$ cat src/rtl/cnn_vote_pkg.sv
// Shared widths, default class codes and FSM encoding for the CNN class vote tracker.
package cnn_vote_pkg;

  localparam int CLS_W             = 4;
  localparam int ADDR_W            = 19;
  localparam int HIST_W            = 16;
  localparam int ERR_W             = 4;
  localparam int CNN_NUM_CLASSES   = 10;
  localparam int CNN_HEALTHY_CLASS = 7;
  localparam int CNN_ADDR_LIMIT    = 512000;

  typedef logic [CLS_W-1:0] cls_t;

  localparam logic [1:0] ST_IDLE   = 2'd0;
  localparam logic [1:0] ST_TALLY  = 2'd1;
  localparam logic [1:0] ST_DECIDE = 2'd2;

  // Counter width that stays at least one bit for tiny ranges.
  function automatic int clog2_min1(input int value);
    return (value <= 2) ? 1 : $clog2(value);
  endfunction

endpackage

$ cat src/rtl/vote_history.sv
// Shift register of the most recent accepted class codes (newest at entry 0) plus fill count.
module vote_history
  import cnn_vote_pkg::*;
#(
  parameter int VOTE_DEPTH = 5,
  parameter int FILL_W     = 3
) (
  input  logic                            clk,
  input  logic                            reset,
  input  logic                            clr,
  input  logic                            push,
  input  logic [CLS_W-1:0]                din,
  output logic [VOTE_DEPTH-1:0][CLS_W-1:0] entries,
  output logic                            fills_on_push
);

  logic [CLS_W-1:0]  entry_reg [VOTE_DEPTH];
  logic [FILL_W-1:0] fill_reg;

  always_ff @(posedge clk or negedge reset) begin
    if (!reset) begin
      for (int i = 0; i < VOTE_DEPTH; i++) entry_reg[i] <= '0;
    end else if (clr) begin
      for (int i = 0; i < VOTE_DEPTH; i++) entry_reg[i] <= '0;
    end else if (push) begin
      entry_reg[0] <= din;
      for (int i = 1; i < VOTE_DEPTH; i++) entry_reg[i] <= entry_reg[i-1];
    end
  end

  // Fill saturates at the window depth; once full every accept triggers a vote.
  always_ff @(posedge clk or negedge reset) begin
    if (!reset) begin
      fill_reg <= '0;
    end else if (clr) begin
      fill_reg <= '0;
    end else if (push && (fill_reg != FILL_W'(VOTE_DEPTH))) begin
      fill_reg <= fill_reg + 1'b1;
    end
  end

  assign fills_on_push = (fill_reg >= FILL_W'(VOTE_DEPTH - 1));

  genvar gi;
  generate
    for (gi = 0; gi < VOTE_DEPTH; gi++) begin : g_out
      assign entries[gi] = entry_reg[gi];
    end
  endgenerate

endmodule

$ cat src/rtl/class_vote_tracker.sv
// Majority vote over recent CNN classifications with histogram, fault counting and alarm.
module class_vote_tracker
  import cnn_vote_pkg::*;
#(
  parameter int NUM_CLASSES   = CNN_NUM_CLASSES,
  parameter int HEALTHY_CLASS = CNN_HEALTHY_CLASS,
  parameter int VOTE_DEPTH    = 5,
  parameter int ALARM_THRESH  = 3,
  parameter int ADDR_LIMIT    = CNN_ADDR_LIMIT
) (
  input  logic              clk,
  input  logic              reset,
  input  logic [CLS_W-1:0]  cls_in,
  input  logic              cls_valid,
  input  logic [ADDR_W-1:0] address,
  input  logic              clr,
  input  logic [CLS_W-1:0]  rd_sel,
  output logic [HIST_W-1:0] rd_count,
  output logic [CLS_W-1:0]  vote_class,
  output logic              vote_valid,
  output logic              busy,
  output logic [ERR_W-1:0]  error_counter,
  output logic              fault_alarm,
  output logic              bad_class
);

  localparam int FILL_W   = clog2_min1(VOTE_DEPTH + 1);
  localparam int TALLY_W  = clog2_min1(VOTE_DEPTH + 1);
  localparam int TIDX_W   = clog2_min1(VOTE_DEPTH);
  localparam int CONSEC_W = clog2_min1(ALARM_THRESH + 1);

  localparam logic [ADDR_W-1:0] ADDR_LIM_V = ADDR_W'(ADDR_LIMIT);
  localparam logic [CLS_W-1:0]  HEALTHY_V  = CLS_W'(HEALTHY_CLASS);
  localparam logic [CLS_W:0]    NUM_CLS_V  = (CLS_W+1)'(NUM_CLASSES);

  logic [1:0]                       state_reg;
  logic [TIDX_W-1:0]                tidx_reg;
  cls_t                             decided_reg;
  logic                             pend_reg;
  logic [TALLY_W-1:0]               tally_reg [NUM_CLASSES];
  logic [HIST_W-1:0]                hist_reg [NUM_CLASSES];
  logic [CONSEC_W-1:0]              consec_reg;
  logic [VOTE_DEPTH-1:0][CLS_W-1:0] entries;
  logic                             fills_on_push;
  logic                             in_range;
  logic                             accept;
  logic                             start_vote;
  logic                             in_window;
  logic                             rd_hit;
  cls_t                             cur_entry;
  cls_t                             best_cls;
  logic [TALLY_W-1:0]               best_cnt;
  logic [NUM_CLASSES-1:0]           tally_hit;
  logic [NUM_CLASSES-1:0]           vote_hit;

  assign busy       = (state_reg != ST_IDLE);
  assign in_range   = ({1'b0, cls_in} < NUM_CLS_V);
  assign accept     = cls_valid && !busy && in_range;
  assign start_vote = accept && fills_on_push;
  assign in_window  = (address <= ADDR_LIM_V);
  assign rd_hit     = ({1'b0, rd_sel} < NUM_CLS_V);
  assign cur_entry  = entries[tidx_reg];

  vote_history #(
    .VOTE_DEPTH (VOTE_DEPTH),
    .FILL_W     (FILL_W)
  ) u_history (
    .clk           (clk),
    .reset         (reset),
    .clr           (clr),
    .push          (accept),
    .din           (cls_in),
    .entries       (entries),
    .fills_on_push (fills_on_push)
  );

  genvar gi;
  generate
    for (gi = 0; gi < NUM_CLASSES; gi++) begin : g_hit
      assign tally_hit[gi] = (cur_entry == CLS_W'(gi));
      assign vote_hit[gi]  = (decided_reg == CLS_W'(gi));
    end
  endgenerate

  // Strict greater-than keeps the lowest class index on ties.
  always_comb begin
    best_cls = '0;
    best_cnt = tally_reg[0];
    for (int i = 1; i < NUM_CLASSES; i++) begin
      if (tally_reg[i] > best_cnt) begin
        best_cnt = tally_reg[i];
        best_cls = CLS_W'(i);
      end
    end
  end

  always_ff @(posedge clk or negedge reset) begin
    if (!reset) begin
      state_reg   <= ST_IDLE;
      tidx_reg    <= '0;
      decided_reg <= '0;
      pend_reg    <= 1'b0;
    end else if (clr) begin
      state_reg   <= ST_IDLE;
      tidx_reg    <= '0;
      decided_reg <= '0;
      pend_reg    <= 1'b0;
    end else begin
      pend_reg <= 1'b0;
      case (state_reg)
        ST_IDLE: begin
          if (start_vote) begin
            state_reg <= ST_TALLY;
            tidx_reg  <= '0;
          end
        end
        ST_TALLY: begin
          if (tidx_reg == TIDX_W'(VOTE_DEPTH - 1)) begin
            state_reg <= ST_DECIDE;
          end else begin
            tidx_reg <= tidx_reg + 1'b1;
          end
        end
        ST_DECIDE: begin
          decided_reg <= best_cls;
          pend_reg    <= 1'b1;
          state_reg   <= ST_IDLE;
        end
        default: state_reg <= ST_IDLE;
      endcase
    end
  end

  always_ff @(posedge clk or negedge reset) begin
    if (!reset) begin
      for (int i = 0; i < NUM_CLASSES; i++) tally_reg[i] <= '0;
    end else if (clr || start_vote) begin
      for (int i = 0; i < NUM_CLASSES; i++) tally_reg[i] <= '0;
    end else if (state_reg == ST_TALLY) begin
      for (int i = 0; i < NUM_CLASSES; i++) begin
        if (tally_hit[i]) tally_reg[i] <= tally_reg[i] + 1'b1;
      end
    end
  end

  // vote_class doubles as the previous vote for the change-detection rule.
  always_ff @(posedge clk or negedge reset) begin
    if (!reset) begin
      vote_class    <= '0;
      vote_valid    <= 1'b0;
      error_counter <= '0;
      consec_reg    <= '0;
      fault_alarm   <= 1'b0;
    end else if (clr) begin
      vote_class    <= '0;
      vote_valid    <= 1'b0;
      error_counter <= '0;
      consec_reg    <= '0;
      fault_alarm   <= 1'b0;
    end else begin
      vote_valid <= pend_reg;
      if (pend_reg) begin
        vote_class <= decided_reg;
        if (decided_reg != HEALTHY_V) begin
          if ((decided_reg != vote_class) && in_window && (error_counter != '1)) begin
            error_counter <= error_counter + 1'b1;
          end
          if (consec_reg != CONSEC_W'(ALARM_THRESH)) consec_reg <= consec_reg + 1'b1;
          if (consec_reg >= CONSEC_W'(ALARM_THRESH - 1)) fault_alarm <= 1'b1;
        end else begin
          consec_reg  <= '0;
          fault_alarm <= 1'b0;
        end
      end
    end
  end

  always_ff @(posedge clk or negedge reset) begin
    if (!reset) begin
      for (int i = 0; i < NUM_CLASSES; i++) hist_reg[i] <= '0;
    end else if (clr) begin
      for (int i = 0; i < NUM_CLASSES; i++) hist_reg[i] <= '0;
    end else if (pend_reg) begin
      for (int i = 0; i < NUM_CLASSES; i++) begin
        if (vote_hit[i] && (hist_reg[i] != '1)) hist_reg[i] <= hist_reg[i] + 1'b1;
      end
    end
  end

  always_ff @(posedge clk or negedge reset) begin
    if (!reset) begin
      rd_count <= '0;
    end else if (clr) begin
      rd_count <= '0;
    end else begin
      rd_count <= rd_hit ? hist_reg[rd_sel] : '0;
    end
  end

  always_ff @(posedge clk or negedge reset) begin
    if (!reset) begin
      bad_class <= 1'b0;
    end else if (clr) begin
      bad_class <= 1'b0;
    end else if (cls_valid && !busy && !in_range) begin
      bad_class <= 1'b1;
    end
  end

endmodule

$ cat config.mk
export PLATFORM = sky130hd
export DESIGN_NAME = class_vote_tracker
export DESIGN_NICKNAME = d
export VERILOG_FILES = /design/src/rtl/cnn_vote_pkg.sv /design/src/rtl/vote_history.sv /design/src/rtl/class_vote_tracker.sv
export SDC_FILE = /design/constraint.sdc
export NUM_CORES = 1
export LEC_CHECK = 0
export BUFFER_PORTS_ARGS = -buffer_cell sky130_fd_sc_hd__buf_2
export CORE_ASPECT_RATIO = 1.2
export CORE_MARGIN = 2
export CORE_UTILIZATION = 29
export CTS_CLUSTER_SIZE = 14
export DETAILED_ROUTE_END_ITERATION = 8
export SLEW_MARGIN = 20
export SYNTH_ARGS = -nofsm -noshare
export SYNTH_HDL_FRONTEND = slang
export SYNTH_HIERARCHICAL = 1
export SYNTH_SLANG_ARGS = --single-unit
$ cat constraint.sdc
create_clock -name clk -period 23.1 [get_ports clk]
set_input_delay 2.31 -clock clk [delete_from_list [all_inputs] [get_ports clk]]
set_output_delay 2.31 -clock clk [all_outputs]
set_load 0.01 [all_outputs]
==> qor.yml <==
cts:
  ctsResizeCount: 0
  clock_latency_ns: 0.57
  cts_sinks: 252
  post-cts-setup-buffers: 0
  cts_tree: "built"
  clk_pin_slew_ns: 0.06
  cts_buffers: 30
  hold_buffers: 0
  cts-root-buf: "clkbuf_16"
  cts_max_path_buffers: 3
  h-tree-depth: 1
synth:
  synth.cell_area_um2: 14940
  yosysUniqueCellTypes: 83
  synth-xor-area-share_pct: 9.436
  synth_nets: 1576
  synth-seq-cells: 252
  synth_compound_area_share_pct: 7.887
  ys_top_cells_by_area: "dfrtp_1, xor2_1, nor2_1"
  yosysSeqAreaShare_pct: 42.20
  synth_edf_count: 0
  synth-simple-area-share_pct: 21.54
  synth.avg_cell_area_um2: 10.03
  synthMuxAreaShare_pct: 11.05
  synthAdderAreaFrac_pct: 4.605
  netlist_instances: 1490
  synth_top_family_by_area: "simple AND/OR/NAND/NOR gates"
  synth_top_area_cell: "dfrtp_1"
  yosys_warnings: 6
  synth_top_area_share_pct: 42.20
  synthArstFlopShare_pct: 100.0
  synth_top_flop_cell: "dfrtp_1"
die:
  dieArea_um2: 53370
  io_pins: 59
  die_h_um: 252.7
  die_x_um: 211.2
  num_rows: 91
  core_um2: 51120
  start_util_pct: 29.23
global_route:
  grt-busiest-layer: "met2"
  use_met1_pct: 17.83
  grt_first_pass_wirelength_um: 59980
  groute.usage.overall_pct: 13.86
  grtUsageMet2_pct: 23.19
  grt_max_degree: 110
  overflow: 0
  grt_pass1_vias: 11340
  antenna_found_initial: 0
  grt_util_met3_pct: 2.087
placement:
  dp_cells: 2140
  dp_hpwl_um: 25750
  portBuffers: 58
  dp_slack_ns: 11.94
  gp_congestion: 0.8549
timing:
  clock.fmax_ghz: 0.08816
  tightestPinTransition_ns: 0.9942
  final_hold_viol_count: 0
  finClkSkew_ns: 0.02001
  layout_setup_ws_ns: 11.76
  finalSetupViolCount: 0
  slew_viol_final: 0
  max-slew-margin-rel_pct: 33.41
  grt_setup_unrepaired: "no"
  setup_tns_ns: 0
  min_period_ns: 11.34
  post-route-period-util_pct: 49.10
cells_and_area:
  area_delta_synth_final_pct: 11.90
  largest_reg_flops: 160
  n_antenna_cell: 0
  finalNetCount: 1607
  final_layout_size_suffix_gt1_share_pct: 11.64
  layout.cells.non_filler: 2189
worst_setup_path:
  crit_start: "tally_reg[26]"
  critPathCapture: "decided_reg[2]"
  required_ns: 23.57
  critical_path.startpoint_type: "flop"
  path_max_fanout: 6
  cp_common_cell: "ha_1"
  r2r-end: "decided_reg[2]"
  cpMaxStageDelayCell: "a21boi_0"
  cp.arrival_ns: 11.82
  worstRegToRegCells: 48
  end_kind: "flop"
  critPathKind: "flop to flop"
  r2r-start: "tally_reg[26]"
  rrSetupSlack_ns: 11.76
  cpPeakStageDelay_ns: 0.44
power:
  ir_worst_vdd_uv: 51.01
  p_leak_nw: 7.265
  power_per_cell_area_nw_per_um2: 58.32
route:
  initialDrtViolationCount: 681
  viasPerCell: 5.142
  routed_wl_um: 36610
  ant_nets: 0
  dr_total_vias: 11260
  drt_pass1_iterations: 5
  drc_errors: 0
  routedWlPerCell_um: 16.72
worst_hold_path:
  min_path_type: "flop to flop"
run:
  cap_viol_max_count: 0
run_status:
  outcome: "finished clean"
==> cells in the mapped netlist (all sizes together) (3+ instances only) <==
cell	count
nor2	255
dfrtp	252
xor2	115
mux2i	87
nand2	87
nand3	66
nand4	59
ha	55
a21oi	47
xnor2	46
clkbuf	38
and3	35
o21ai	35
inv	33
mux4	32
and4	26
buf	26
nor3	17
nor2b	16
o22a	16
or3	13
and2	12
nor4	11
nand3b	10
o211ai	9
o21a	9
a21boi	7
a31oi	7
nand2b	7
a21o	5
mux2	5
nand4b	4
nor3b	4
o22ai	4
a211oi	3
or2	3
==> where the power goes <==
group	switching [mW]	internal [mW]	total (mW)
registers	0.00202	0.443	0.445
clock network	0.184	0.287	0.471
logic	0.0391	0.0193	0.0585
==> cell type report <==
type / count / area (µm²)
repair buffers: 64 / 355.3
inverters: 33 / 123.9
fillers: 5172 / 34400
flip-flops and latches: 252 / 6306
clock inverters: 9 / 122.6
well taps: 651 / 814.5
clock buffers: 40 / 849.6
multi-input cells: 1140 / 8150
==> cell families (layout without fill, tap and decap cells) <==
logic type      after synthesis  count (layout)
mux                         124             124
compound gates              167             167
flops                       252             252
fa+ha+maj                    55              55
xor+xnor                    161             161
buf+inv                      98             146
simple gates                633             633
==> critical path: cells and delay by family (launching register included) <==
| kind | cells | cell delay [ns] |
|---|---|---|
| AO/OA/AOI/OAI | 20 | 4.92 |
| adder cells (fa/ha/maj) | 9 | 2.71 |
| buffers and inverters | 1 | 0.11 |
| flip-flops | 1 | 0.41 |
| multiplexers | 2 | 0.70 |
| AND/OR/NAND/NOR | 16 | 2.42 |
==> cell usage in the layout (no fill, tap or decap), drive strengths merged, types with 5 or more instances in the layout <==
master,n
nor2,255
dfrtp,252
xor2,115
mux2i,87
nand2,87
nand3,66
buf,64
nand4,59
ha,55
a21oi,47
xnor2,46
clkbuf,40
and3,35
o21ai,35
inv,33
mux4,32
and4,26
nor3,17
nor2b,16
o22a,16
or3,13
and2,12
nor4,11
nand3b,10
o21a,9
o211ai,9
nand2b,7
a21boi,7
a31oi,7
a21o,5
clkinv,5
mux2,5
==> metal layers <==
| layer | vias up | wire length (µm) |
|---|---|---|
| li1 | 5347 | - |
| met1 | 5566 | 16140 |
| met2 | 261 | 17410 |
| met3 | 81 | 1664 |
| met4 | 0 | 1389 |
| met5 | - | 0 |
==> stage by stage <==
step	power, mW	hold WS, ns	area (µm²)	utilization [%]
floorplan	0.4919	0.4859	14940	-
global route	1.016	0.5751	16720	32.71
global placement	0.5114	0.4866	15740	30.80
detailed placement	0.5124	0.4974	15740	30.80
finish	0.9753	0.5055	16720	32.71
CTS	0.9903	0.5113	16720	32.70
==> how the worst min path moves through the flow <==
stage,start,endpoint,cells after the start
2_1_floorplan,u_history/entries[16],u_history/entries[16],2
3_3_place_gp,bad_class,bad_class,2
3_5_place_dp,bad_class,bad_class,2
4_1_cts,bad_class,bad_class,2
5_1_grt,u_history/entries[16],u_history/entries[16],2
6_report,bad_class,bad_class,2
Power figures use the tool's default switching activity.
